## config.mk

```make
export PLATFORM = sky130hd
export DESIGN_NAME = led_pulse_ctrl
export DESIGN_NICKNAME = d
export VERILOG_FILES = /design/src/rtl/led_pulse_ctrl_pkg.sv /design/src/rtl/led_pulse_ctrl_tick_gen.sv /design/src/rtl/led_pulse_ctrl.sv
export SDC_FILE = /design/constraint.sdc
export NUM_CORES = 1
export LEC_CHECK = 0
export BUFFER_PORTS_ARGS = -buffer_cell sky130_fd_sc_hd__buf_2
export CELL_PAD_IN_SITES_DETAIL_PLACEMENT = 2
export CELL_PAD_IN_SITES_GLOBAL_PLACEMENT = 2
export CORE_ASPECT_RATIO = 1.4
export CORE_MARGIN = 1.5
export CORE_UTILIZATION = 43
export DETAILED_ROUTE_END_ITERATION = 8
export MAX_ROUTING_LAYER = met4
export PLACE_DENSITY_LB_ADDON = 0.1
export SLEW_MARGIN = 40
export SYNTH_ARGS = -nofsm -noshare
export SYNTH_HDL_FRONTEND = slang
export SYNTH_SLANG_ARGS = --single-unit
export TNS_END_PERCENT = 50
```

## constraint.sdc

```tcl
create_clock -name clk -period 3.9 [get_ports clk]
set_input_delay 0.39 -clock clk [delete_from_list [all_inputs] [get_ports clk]]
set_output_delay 0.39 -clock clk [all_outputs]
set_load 0.03 [all_outputs]
```

## src/rtl/led_pulse_ctrl_pkg.sv

```systemverilog
// Shared encodings for the LED walking-pulse controller: press FSM states,
// pulse direction, reset pattern and the single-position rotate helper.
package led_pulse_ctrl_pkg;

   typedef enum logic [1:0] {
      IDLE    = 2'd0,
      PRESSED = 2'd1,
      LONG    = 2'd2
   } press_state_e;

   typedef enum logic {
      LEFT  = 1'b0,
      RIGHT = 1'b1
   } dir_e;

   localparam logic [7:0] LED_RESET = 8'h01;

   // Rotate keeps exactly one bit lit; the end positions wrap around.
   function automatic logic [7:0] step_led(input logic [7:0] led_cur, input dir_e dir);
      logic [7:0] led_nxt;
      if (dir == LEFT) begin
         led_nxt = {led_cur[6:0], led_cur[7]};
      end else begin
         led_nxt = {led_cur[0], led_cur[7:1]};
      end
      return led_nxt;
   endfunction

endpackage

```

## src/rtl/led_pulse_ctrl_tick_gen.sv

```systemverilog
// Modulo-N cycle counter producing a one-cycle tick on its last count.
// Held at zero when disabled; a clear wins over the tick in the same cycle.
module tick_gen #(
   parameter int unsigned N = 4
) (
   input  logic clk,
   input  logic rst_ni,
   input  logic clr_i,
   input  logic en_i,
   output logic tick_o
);

   localparam int unsigned W = (N > 1) ? $clog2(N) : 1;
   localparam logic [W-1:0] LAST = W'(N - 1);

   logic [W-1:0] cnt_q;
   logic [W-1:0] cnt_d;

   assign tick_o = en_i & ~clr_i & (cnt_q == LAST);

   always_comb begin
      cnt_d = cnt_q + 1'b1;
      if (clr_i || !en_i || (cnt_q == LAST)) begin
         cnt_d = '0;
      end
   end

   always_ff @(posedge clk or negedge rst_ni) begin
      if (!rst_ni) begin
         cnt_q <= '0;
      end else begin
         cnt_q <= cnt_d;
      end
   end

endmodule

```

## src/rtl/led_pulse_ctrl.sv

```systemverilog
// Classifies debounced button presses as short or long and drives a walking
// one-hot pulse on 8 LEDs, stepped manually or by a timed divider.
module led_pulse_ctrl
   import led_pulse_ctrl_pkg::*;
#(
   parameter int unsigned HOLD_CYCLES = 50_000_000,
   parameter int unsigned STEP_DIV    = 12_500_000
) (
   input  logic       clk,
   input  logic       reset,
   input  logic       db,
   output logic [7:0] led,
   output logic       auto_mode,
   output logic       short_evt,
   output logic       long_evt
);

   localparam int unsigned HW = (HOLD_CYCLES > 1) ? $clog2(HOLD_CYCLES) : 1;
   localparam logic [HW-1:0] HOLD_LAST = HW'(HOLD_CYCLES - 1);

   press_state_e  state_q;
   logic [HW-1:0] hold_q;
   logic          db_q;
   dir_e          dir_q;
   dir_e          dir_d;
   logic [7:0]    led_q;
   logic [7:0]    led_d;
   logic          auto_q;
   logic          short_q;
   logic          long_q;

   logic rise;
   logic short_hit;
   logic long_hit;
   logic step_tick;

   assign rise      = db & ~db_q;
   assign short_hit = (state_q == PRESSED) && !db;
   assign long_hit  = (state_q == PRESSED) && db && (hold_q == HOLD_LAST);

   // A long-press toggle clears the divider and swallows a coincident step.
   tick_gen #(
      .N (STEP_DIV)
   ) u_step_div (
      .clk    (clk),
      .rst_ni (reset),
      .clr_i  (long_hit),
      .en_i   (auto_q),
      .tick_o (step_tick)
   );

   // Reversal is resolved before stepping so a coincident auto step moves the new way.
   always_comb begin
      dir_d = dir_q;
      led_d = led_q;
      if (short_hit && auto_q) begin
         dir_d = (dir_q == LEFT) ? RIGHT : LEFT;
      end
      if ((short_hit && !auto_q) || step_tick) begin
         led_d = step_led(led_q, dir_d);
      end
   end

   always_ff @(posedge clk or negedge reset) begin
      if (!reset) begin
         state_q <= IDLE;
         hold_q  <= '0;
         db_q    <= 1'b0;
         dir_q   <= LEFT;
         led_q   <= LED_RESET;
         auto_q  <= 1'b0;
         short_q <= 1'b0;
         long_q  <= 1'b0;
      end else begin
         db_q    <= db;
         dir_q   <= dir_d;
         led_q   <= led_d;
         short_q <= 1'b0;
         long_q  <= 1'b0;
         case (state_q)
            IDLE: begin
               if (rise) begin
                  state_q <= PRESSED;
                  hold_q  <= '0;
               end
            end
            PRESSED: begin
               if (!db) begin
                  state_q <= IDLE;
                  short_q <= 1'b1;
               end else if (hold_q == HOLD_LAST) begin
                  state_q <= LONG;
                  auto_q  <= ~auto_q;
                  long_q  <= 1'b1;
               end else begin
                  hold_q <= hold_q + 1'b1;
               end
            end
            LONG: begin
               if (!db) begin
                  state_q <= IDLE;
               end
            end
            default: begin
               state_q <= IDLE;
            end
         endcase
      end
   end

   assign led       = led_q;
   assign auto_mode = auto_q;
   assign short_evt = short_q;
   assign long_evt  = long_q;

endmodule
```

---- Word-level counts from Yosys, hierarchy flattened ----
Cells that the tools add are included.
word-level totals
  register bits ........................... 65
  bits of input ports ..................... 3
cells by class
  add/subtract/negate cells ............... 2
  equality and inequality tests ........... 9
  muxes and demuxes ....................... 18
  bitwise logic cells ..................... 6
  reduce and logical (&&, ||, !) cells .... 15
operators with widths
  operator                 count
  $mux W26                 3
  $pmux W26 S2             1
  $add A26 B1 Y26 const B  1
  $eq A26 B26 Y1 const B   1
  $add A24 B1 Y24 const B  1
  $eq A24 B24 Y1 const B   1
  $mux W24                 1
  $mux W2                  4
  $mux W8                  1
  $ne A2 B2 Y1 const B     4
  $mux W1                  7
  $pmux W2 S3              1
  $reduce_and A3 Y1        2
  $logic_and A1 B1 Y1      5
  $reduce_and A4 Y1        1
  $and A1 B1 Y1            3
  $logic_or A1 B1 Y1       3
  $ne A3 B2 Y1 const B     1
  $not A1 Y1               3
  $eq A2 B1 Y1 const B     1
  $eq A2 B2 Y1 const B     1
  $logic_not A1 Y1         2
  $logic_not A2 Y1         1
  $reduce_bool A2 Y1       1

---- Depth between registers and ports, before layout ----
Gate-level depths: netlist (run 1).
  word-level depth ........................ 7
  gate-level depth with buffers ........... 8

---- Cells and area by module ----
A second synthesis (run 1) with hierarchy kept.
unflattened totals
  cell total of the unflattened synthesis .. 366
  area total of the unflattened synthesis .. 3,457.1 um2
by module, submodules not included
  module          instances  cells an instance  area an instance (um2)
  led_pulse_ctrl  1          236                2,202.1
  tick_gen        1          130                1,255.0

---- Worst setup path after synthesis (run 1) ----
Ideal clock, no wire load.
  path type ............................... register to register
  start ................................... register hold_q[0]
  end ..................................... register hold_q[16]
  library setup time ...................... 0.123 ns
  arrival time ............................ 2.088 ns
  data required time ...................... 3.777 ns
  setup slack ............................. 1.690 ns
  stages on the path, launching flop included .. 9
  buffers on the path ..................... 0
  period minus slack after synthesis ...... 2.210 ns
  cells stage by stage .................... dfrtp_1 ha_1 nand4_2 or4_1 or2_1 a21oi_2 inv_1 a41oi_1 nor2_1
between the ends
  word-level cells in the longest chain between the ends .. 4
  elaborated cells between the ends (all ways) .. 7
RTL lines
  what                    line                  text
  start, declared         led_pulse_ctrl.sv:22  logic [HW-1:0] hold_q;
  start signal, assigned  led_pulse_ctrl.sv:96  hold_q <= hold_q + 1'b1;
  $add A26 B1 Y26         led_pulse_ctrl.sv:96
  $mux W26                led_pulse_ctrl.sv:91  end else if (hold_q == HOLD_LAST) begin
  $mux W26                led_pulse_ctrl.sv:88  if (!db) begin
  $pmux W26 S2            led_pulse_ctrl.sv:80  case (state_q)
Parallel ways exist; a longest one is shown, timed or not. The select of a mux whose other input is x is not followed.
A chain may end at the register's enable or synchronous reset.

---- Worst setup path in the final report (run 1) ----
Ends and elaborated chain as after synthesis.

==> results of run 1 <==
[cell usage in the layout (no fill, tap or decap), types with 2 or more instances in the layout]
cell type	count
buf_4	4
nor2_2	2
dfrtp_1	64
o41ai_1	2
or3_1	4
clkbuf_8	9
xor2_1	15
and4_1	3
xnor2_1	21
inv_1	8
o21a_1	2
nor2_1	55
clkinv_2	3
nand2b_1	2
or4_1	2
o31ai_1	2
nor4b_1	5
nor2b_1	2
and3_1	10
nor3_1	7
clkinvlp_4	3
buf_2	12
a21oi_1	6
nand3_1	16
and2_1	3
o21ai_1	4
nand2_1	27
o21ai_0	10
mux2_2	16
nor4_1	10
ha_1	2
nand4_1	11
[what timing repair did]
action / 4_1_cts / 5_1_grt
setup endpoints to repair: 0 / 0
endpoints found under the hold margin: 0 / 3
hold buffers: 0 / 1
[flip-flops by register name, indices dropped and copies added (netlist names)]
register          flops
auto_mode             1
db_q                  1
dir_q                 1
hold_q               26
led                   8
long_evt              1
short_evt             1
state_q               2
u_step_div.cnt_q     24
[final cells by class]
cell class / instances / area (um^2)
inverters: 8 / 30.03
fillers: 787 / 3732
well taps: 97 / 121.4
clock buffers: 9 / 123.9
flip-flops and latches: 65 / 1628
repair buffers: 17 / 100.1
clock inverters: 7 / 46.29
multi-input cells: 255 / 1625
[per-stage QoR]
step / hold WS (ps) / instance area, um^2 / power, mW / cells / setup WS [ps]
final: 280.8 / 3675 / 1.543 / 458 / 938.2
after floorplan: 94.41 / 3303 / 0.9405 / 335 / 1690
after global placement: 484.4 / 3480 / 1.017 / 441 / 1139
after detailed placement: 492.8 / 3485 / 1.041 / 441 / 976.4
after CTS: 115.6 / 3655 / 1.555 / 457 / 942.4
after global routing: 275.0 / 3675 / 1.614 / 458 / 765.8
[how the worst max path moves through the flow]
| stage | start | end | slack, ps | depth (start not counted) |
|---|---|---|---|---|
| 2_1_floorplan | hold_q[0]$_DFFE_PN0P_ | hold_q[16]$_DFFE_PN0P_ | 1690 | 8 |
| 3_3_place_gp | hold_q[0]$_DFFE_PN0P_ | hold_q[16]$_DFFE_PN0P_ | 1140 | 8 |
| 3_5_place_dp | hold_q[0]$_DFFE_PN0P_ | hold_q[16]$_DFFE_PN0P_ | 980 | 8 |
| 4_1_cts | hold_q[0]$_DFFE_PN0P_ | hold_q[16]$_DFFE_PN0P_ | 940 | 8 |
| 5_1_grt | hold_q[0]$_DFFE_PN0P_ | hold_q[16]$_DFFE_PN0P_ | 770 | 8 |
| 6_report | hold_q[0]$_DFFE_PN0P_ | hold_q[16]$_DFFE_PN0P_ | 940 | 8 |
[logic make-up (layout without fill, tap and decap cells)]
group                      Yosys count  in the layout
xor gates and xnor gates            37             37
adders and majority gates            2              2
AOI/OAI and AO/OA                   31             31
buffers and inverters               15             41
DFF                                 65             65
and+or+nand+nor                    169            169
muxes                               16             16
[power groups by stage]
stage / logic [mW] / registers, mW / clock network (mW)
after floorplan: 0.191 / 0.750 / 0
after detailed placement: 0.287 / 0.754 / 0
after global routing: 0.322 / 0.747 / 0.545
final: 0.290 / 0.743 / 0.510
after CTS: 0.293 / 0.741 / 0.522
after global placement: 0.268 / 0.749 / 0
[per-layer routing]
metal | vias up | global-route usage [%] | part of all wire [%]
met5 | - | - | 0
met4 | 0 | 10.26 | 2.3
met3 | 19 | 3.745 | 1.7
met2 | 22 | 42.79 | 54
met1 | 1379 | 28.30 | 42
li1 | 1218 | - | -
==> results.sh, run 1 <==
export IMPL_status="finished clean"
export IMPL_synth_area_um2=3303
export IMPL_cap_viol_max_count=0
export IMPL_dp_hpwl_mm=6.288
export IMPL_reg2reg_depth=8
export IMPL_syn_inst=335
export IMPL_rows=37
export IMPL_arrival_ps=3200
export IMPL_worstSkewPairLatency_ps=350
export IMPL_finalSetupTns_ps=0
export IMPL_die_y_um=106.7
export IMPL_syn_avg_cell_area_um2=9.860
export IMPL_critical_path_required_ps=4140
export IMPL_crit_buf_inv=1
export IMPL_yosys_most_used_dff="dfrtp_1"
export IMPL_yosysTopAreaCell="dfrtp_1"
export IMPL_r2r_start="hold_q[0]$_DFFE_PN0P_"
export IMPL_portBuffers=13
export IMPL_grt_setup_unrepaired="false"
export IMPL_p_int_mw=1.012
export IMPL_r2r_end="hold_q[16]$_DFFE_PN0P_"
export IMPL_vias_per_cell=5.760
export IMPL_crit_family="simple AND/OR/NAND/NOR gates"
export IMPL_synth_xor_area_share_pct=9.811
export IMPL_slowest_delay_ps=640
export IMPL_boundaryPins=14
export IMPL_area_growth_pct=11.25
export IMPL_yosys_area_share_simple_pct=26.89
export IMPL_grt_max_degree=36
export IMPL_p_per_area_nw_per_um2=419.8
export IMPL_period_share_pct=75.94
export IMPL_drt_wirelength_per_cell_um=19.67
export IMPL_netlist_cell_type_count=45
export IMPL_final_min_clock_period_ps=2962
export IMPL_pwr_share_comb_pct=18.8
export IMPL_hold_path_end="db_q$_DFF_PN0_"
export IMPL_gp_congestion=0.7619
export IMPL_timing_fmax_mhz=337.6
export IMPL_clk_pin_slew_ps=80
export IMPL_htree_levels=3
export IMPL_synth_nets=340
export IMPL_synth_compound_area_share_pct=5.909
export IMPL_grt_ovfl_total=0
export IMPL_cts_sinks=65
export IMPL_synth_top_area_share_pct=48.48
export IMPL_wl_mm=9.009
export IMPL_clockBufferDepth=2
export IMPL_synth_edff_count=0
export IMPL_cts_buffers=9
export IMPL_clkPwrFrac_pct=33.1
export IMPL_nNetsFinal=361
export IMPL_p_leak_nw=1.626
export IMPL_synth_most_common_cell="dfrtp_1"
export IMPL_r2r_setup_slack_ps=940
export IMPL_cts_setup_buffers=0
export IMPL_grt_pass1_vias=2974
export IMPL_slowest_stage="or4_1"
export IMPL_fin_worst_skew_ps=11.72
export IMPL_synth_adder_area_share_pct=0.7576
export IMPL_ys_ff_latch=65
export IMPL_ant_nets=0
export IMPL_yosysWarnings=0
export IMPL_synthTopCellsByArea="dfrtp_1 (48%), nor2_1 (6.5%), xnor2_1 (5.6%)"
export IMPL_drc=0
export IMPL_synth_async_reset_ratio_pct=100.0
export IMPL_startpoint_type="flop"
export IMPL_insertedDiodeCount=0
export IMPL_holdPathStages=1
export IMPL_hold_path_startpoint="db"
export IMPL_grt_total_usage_pct=24.59
export IMPL_finalSetupViolCount=0
export IMPL_post_route_util_pct=49.61
export IMPL_hold_path_class="primary input to flop"
export IMPL_ys_seq_area_share_pct=49.28
export IMPL_antenna_found_initial=0
export IMPL_seq_power_share_pct=48.1
export IMPL_worst_slew_pin_slew_ps=729.1
export IMPL_tritoncts="built"
export IMPL_dr_total_vias=2638
export IMPL_p_switching_mw=0.5309
export IMPL_synth_commonest_cells="dfrtp_1 (64), nor2_1 (57), nand2_1 (27), xnor2_1 (21)"
export IMPL_grt_first_pass_wirelength_mm=15.31
export IMPL_dieArea_um2=8224
export IMPL_initial_core_util_pct=44.59
export IMPL_critical_path_class="flop to flop"
export IMPL_muxShareOfSynthArea_pct=5.455
export IMPL_drt_iter0_drc=106
export IMPL_relSlewSlack_pct=51.39
export IMPL_worstPathMaxFanout=13
export IMPL_vdd_drop_max_mv=0.2134
export IMPL_maxSlewViolCount=0
export IMPL_final_hold_violation_count=0
export IMPL_die_w_um=77.08
export IMPL_end_kind="flop"
export IMPL_coreArea_um2=7407
export IMPL_netSwitchingFraction_pct=34.41
export IMPL_final_layout_size_suffix_gt1_share_pct=16.07
export IMPL_ctsRootBufferMaster="clkbuf_8"
export IMPL_synth_top_family_by_area="simple AND/OR/NAND/NOR gates"
export IMPL_cts_repair_resized=0
export IMPL_cp_cell_sequence="ha_1, nand4_2, or4_1, or2_1, a21oi_2, inv_1, a41oi_1, nor2_1"
export IMPL_firstDrtPassIters=4
Power figures use the tool's default switching activity.
==> run 2: changes to the inputs <==
--- a/config.mk
+++ b/config.mk
@@ -10,7 +10,7 @@
 export CELL_PAD_IN_SITES_GLOBAL_PLACEMENT = 2
 export CORE_ASPECT_RATIO = 1.4
 export CORE_MARGIN = 1.5
-export CORE_UTILIZATION = 43
+export CORE_UTILIZATION = 40
 export DETAILED_ROUTE_END_ITERATION = 8
 export MAX_ROUTING_LAYER = met4
 export PLACE_DENSITY_LB_ADDON = 0.1
==> constraint.sdc (replaced) <==
create_clock -name clk -period 2.97 [get_ports clk]
set_input_delay 0.297 -clock clk [delete_from_list [all_inputs] [get_ports clk]]
set_output_delay 0.297 -clock clk [all_outputs]
set_load 0.03 [all_outputs]
==> results.sh, run 2 (synthesized netlist as in run 1, its figures left out) <==
export IMPL_status="finished clean"
export IMPL_area_growth_pct=16.67
export IMPL_post_route_util_pct=47.57
export IMPL_r2r_start="hold_q[0]$_DFFE_PN0P_"
export IMPL_crit_end="hold_q[16]$_DFFE_PN0P_"
export IMPL_slowest_delay_ps=610
export IMPL_finalSetupViolCount=0
export IMPL_cts_sinks=65
export IMPL_grt_ovfl_total=0
export IMPL_worstSkewPairLatency_ps=340
export IMPL_layout_cells_most_common="dfrtp_1"
export IMPL_layout_common_cells="dfrtp_1 (64), nor2_1 (57), nand2_1 (27)"
export IMPL_clockBufferDepth=2
export IMPL_cts_buffers=9
export IMPL_cp_cell_sequence="ha_1, nand4_2, or4_1, or2_1, a21oi_2, inv_1, a41oi_1, nor2_1"
export IMPL_clk_pin_slew_ps=60
export IMPL_drt_iter0_drc=81
export IMPL_initial_core_util_pct=40.78
export IMPL_largest_reg_flops=26
export IMPL_grt_total_usage_pct=24.09
export IMPL_largest_register="hold_q"
export IMPL_crit_start="hold_q[0]$_DFFE_PN0P_"
export IMPL_rows=39
export IMPL_ant_nets=0
export IMPL_wl_mm=9.106
export IMPL_drc=0
export IMPL_final_min_clock_period_ps=2535
export IMPL_hold_path_class="primary input to flop"
export IMPL_fin_worst_skew_ps=8.802
export IMPL_antenna_found_initial=0
export IMPL_final_layout_size_suffix_gt1_share_pct=16.80
export IMPL_worst_slew_pin_slew_ps=680.1
export IMPL_end_kind="flop"
export IMPL_ctsRootBufferMaster="clkbuf_16"
export IMPL_firstDrtPassIters=4
export IMPL_grt_first_pass_wirelength_mm=15.80
export IMPL_hold_path_startpoint="db"
export IMPL_dp_hpwl_mm=6.452
export IMPL_drt_wirelength_per_cell_um=19.33
export IMPL_insertedDiodeCount=0
export IMPL_htree_levels=3
export IMPL_final_hold_violation_count=0
export IMPL_finalSetupTns_ps=0
export IMPL_critical_path_required_ps=3180
export IMPL_vias_per_cell=5.620
export IMPL_vdd_drop_max_mv=0.3329
export IMPL_timing_fmax_mhz=394.5
export IMPL_boundaryPins=14
export IMPL_maxSlewViolCount=0
export IMPL_arrival_ps=2750
export IMPL_cts_setup_buffers=0
export IMPL_grt_max_degree=26
export IMPL_p_per_area_nw_per_um2=634.0
export IMPL_r2r_end="hold_q[16]$_DFFE_PN0P_"
export IMPL_dieArea_um2=8820
export IMPL_gp_congestion=0.7814
export IMPL_slowest_stage="or4_1"
export IMPL_worstPathMaxFanout=7
export IMPL_period_share_pct=85.35
export IMPL_grt_setup_unrepaired="false"
export IMPL_cap_viol_max_count=0
export IMPL_die_y_um=110.5
export IMPL_coreArea_um2=8100
export IMPL_relSlewSlack_pct=54.02
export IMPL_dr_total_vias=2647
export IMPL_die_w_um=79.80
export IMPL_grt_pass1_vias=3078
export IMPL_reg2reg_depth=8
export IMPL_nNetsFinal=369
export IMPL_p_leak_nw=1.725
export IMPL_portBuffers=13
export IMPL_startpoint_type="flop"
export IMPL_critical_path_class="flop to flop"
export IMPL_tritoncts="built"
export IMPL_r2r_setup_slack_ps=440
==> run 2: cell types whose count changed in the layout (fill, tap and decap cells not counted), sizes merged <==
| cell | delta |
|---|---|
| buf | +8 |
| clkbuf | +2 |
| bufinv | +1 |
| clkinv | -1 |
| clkinvlp | -1 |
| inv | -1 |
==> run 2: report_power, final <==
| group | internal (mW) | switching (mW) | leakage, nW | total, mW |
|---|---|---|---|---|
| registers | 0.927 | 0.0479 | 0.874 | 0.974 |
| logic | 0.129 | 0.283 | 0.709 | 0.412 |
| clock network | 0.669 | 0.388 | 0.142 | 1.06 |
==> run 2: critical path, delay by kind of cell, from the launching register on <==
kind	cells	cell delay (ps)
adders and majority gates	1	250
buffers and inverters	1	120
and+or+nand+nor	4	1170
DFF	1	400
AOI/OAI and AO/OA	2	460
==> run 2: layer usage <==
metal  wire, um  GRT usage (%)  vias to the layer above
li1           -              -                     1244
met1       3844          27.42                     1370
met2       4877          41.24                       19
met3        167          4.298                       14
met4        216          9.540                        0
met5          0              -                        -
==> run 2: final cells by class <==
class	instances	area, um^2
Fill cell	905	4247
Sequential cell	65	1628
Multi-Input combinational cell	255	1613
Clock buffer	11	242.7
Timing Repair Buffer	25	157.7
Tap cell	102	127.6
Clock inverter	5	55.05
Inverter	8	30.03
==> run 2: what timing repair did <==
action / 4_1_cts / 5_1_grt
resized for setup: 0 / 0
hold endpoints to repair: 23 / 0
hold buffers: 1 / 0
==> run 2: worst min-delay path by stage <==
stage,end,slack (ps),cells past startpoint
finish,db_q$_DFF_PN0_,170,1
global route,db_q$_DFF_PN0_,160,1
CTS,db_q$_DFF_PN0_,150,1
detailed placement,hold_q[11]$_DFFE_PN0P_,340,1
global placement,hold_q[11]$_DFFE_PN0P_,330,1
floorplan,auto_mode$_DFFE_PN0P_,1,0
==> run 2: metrics by stage <==
step | area (um^2) | setup slack (ps) | hold WS (ps) | cells | power [mW]
after floorplan | 3303 | 759.6 | 1.409 | 335 | 1.235
after global placement | 3546 | 568.9 | 331.8 | 454 | 1.375
after detailed placement | 3546 | 450.1 | 339.7 | 454 | 1.399
after CTS | 3854 | 393.2 | 153.1 | 471 | 2.471
after global routing | 3854 | 197.2 | 159.8 | 471 | 2.561
final | 3854 | 435.1 | 165.8 | 471 | 2.443
==> run 3: changes to the inputs <==
--- a/config.mk
+++ b/config.mk
@@ -12,6 +12,7 @@
 export CORE_MARGIN = 1.5
 export CORE_UTILIZATION = 40
 export DETAILED_ROUTE_END_ITERATION = 8
+export GPL_TIMING_DRIVEN = 0
 export MAX_ROUTING_LAYER = met4
 export PLACE_DENSITY_LB_ADDON = 0.1
 export SLEW_MARGIN = 40
==> constraint.sdc (replaced) <==
create_clock -name clk -period 2.8 [get_ports clk]
set_input_delay 0.28 -clock clk [delete_from_list [all_inputs] [get_ports clk]]
set_output_delay 0.28 -clock clk [all_outputs]
set_load 0.03 [all_outputs]
==> results.sh, run 3 (synthesized netlist as in run 1, its figures left out) <==
export IMPL_status="finished clean"
export IMPL_wl_mm=9.042
export IMPL_firstDrtPassIters=4
export IMPL_startpoint_type="flop"
export IMPL_arrival_ps=2790
export IMPL_dp_hpwl_mm=6.512
export IMPL_timing_fmax_mhz=388.3
export IMPL_grt_setup_unrepaired="false"
export IMPL_insertedDiodeCount=0
export IMPL_cts_sinks=65
export IMPL_dieArea_um2=8820
export IMPL_ctsRootBufferMaster="clkbuf_16"
export IMPL_critical_path_class="flop to flop"
export IMPL_crit_start="hold_q[0]$_DFFE_PN0P_"
export IMPL_drt_iter0_drc=89
export IMPL_vias_per_cell=5.566
export IMPL_final_layout_size_suffix_gt1_share_pct=15.85
export IMPL_maxSlewViolCount=0
export IMPL_final_hold_violation_count=0
export IMPL_grt_ovfl_total=0
export IMPL_finalSetupTns_ps=0
export IMPL_grt_first_pass_wirelength_mm=15.44
export IMPL_gp_congestion=0.8090
export IMPL_period_share_pct=91.96
export IMPL_final_min_clock_period_ps=2575
export IMPL_hold_path_startpoint="db"
export IMPL_cap_viol_max_count=0
export IMPL_worst_slew_pin_slew_ps=712.3
export IMPL_initial_core_util_pct=40.78
export IMPL_hold_path_class="primary input to flop"
export IMPL_largest_reg_flops=26
export IMPL_end_kind="flop"
export IMPL_grt_pass1_vias=2983
export IMPL_area_growth_pct=15.83
export IMPL_worstSkewPairLatency_ps=330
export IMPL_cts_buffers=9
export IMPL_clockBufferDepth=2
export IMPL_htree_levels=3
export IMPL_layout_common_cells="dfrtp_1 (64), nor2_1 (57), nand2_1 (27)"
export IMPL_tritoncts="built"
export IMPL_grt_total_usage_pct=23.63
export IMPL_final_area_um2=3826
export IMPL_nNetsFinal=366
export IMPL_portBuffers=13
export IMPL_drc=0
export IMPL_dr_total_vias=2605
export IMPL_vdd_drop_max_mv=0.3128
export IMPL_largest_register="hold_q"
export IMPL_finalPower_mw=2.481
export IMPL_finalSetupViolCount=0
export IMPL_p_per_area_nw_per_um2=648.5
export IMPL_p_leak_nw=1.698
export IMPL_relSlewSlack_pct=52.51
export IMPL_die_y_um=110.5
export IMPL_antenna_found_initial=0
export IMPL_worstPathMaxFanout=7
export IMPL_ant_nets=0
export IMPL_cts_setup_buffers=0
export IMPL_drt_wirelength_per_cell_um=19.32
export IMPL_clk_pin_slew_ps=50
export IMPL_post_route_util_pct=47.24
export IMPL_placed_area_um2=3518
export IMPL_die_w_um=79.80
export IMPL_grt_max_degree=37
export IMPL_layout_cells_most_common="dfrtp_1"
export IMPL_fin_worst_skew_ps=7.475
export IMPL_coreArea_um2=8100
export IMPL_critical_path_required_ps=3010
export IMPL_rows=39
export IMPL_boundaryPins=14
export IMPL_r2r_start="hold_q[0]$_DFFE_PN0P_"
==> run 3: cell type report <==
class | instances | area [um^2]
inverters | 8 | 30.03
multi-input cells | 255 | 1642
flip-flops and latches | 65 | 1628
clock inverters | 3 | 17.52
fillers | 895 | 4274
repair buffers | 15 | 97.59
clock buffers | 13 | 250.2
well taps | 102 | 127.6
plain buffers | 7 | 33.78
==> run 3: through the flow <==
stage	worst slack (ps)	std cells	hold WS [ps]
5_1_grt	51.75	468	152.4
3_5_place_dp	-17.17	451	236.5
6_report	225.0	468	155.7
3_3_place_gp	101.8	450	467.4
2_1_floorplan	589.6	335	-15.59
4_1_cts	44.89	468	146.3
==> run 3: final timing paths <==
check	depth (start not counted)	end	slack, ps
worst max-delay path	8	hold_q[16]$_DFFE_PN0P_	220
worst min-delay path	1	db_q$_DFF_PN0_	160
worst max register to register	8	hold_q[16]$_DFFE_PN0P_	220
worst min register to register	1	u_step_div.cnt_q[0]$_DFF_PN0_	480
max in group asynchronous	3	led[0]$_DFFE_PN1P_	1780
min in group asynchronous	2	hold_q[20]$_DFFE_PN0P_	420
==> run 3: critical path: stages (launching register included) <==
cell	delay [ps]
dfrtp_1	420
ha_2	260
nand4_4	170
or4_1	600
or2_1	280
a21oi_2	250
inv_1	150
a41oi_1	260
nor2_1	70
==> run 3: metal layers <==
metal,vias up,routed length (um),track usage [%]
li1,1238,-,-
met1,1334,3808,26.42
met2,18,4928,40.85
met3,15,126,4.298
met4,0,178,9.425
met5,-,0,-
==> run 3: where the power goes <==
part | total, mW | internal [mW] | switching [mW]
registers | 1.04 | 0.983 | 0.0563
clock network | 1.02 | 0.620 | 0.399
logic | 0.423 | 0.128 | 0.295
total | 2.48 | 1.73 | 0.750
==> run 3: what timing repair did <==
item / CTS / global route
endpoints found under the hold margin: 29 / 0
hold buffers: 1 / 0
setup endpoints to repair: 8 / 16
resized for setup: 1 / 4
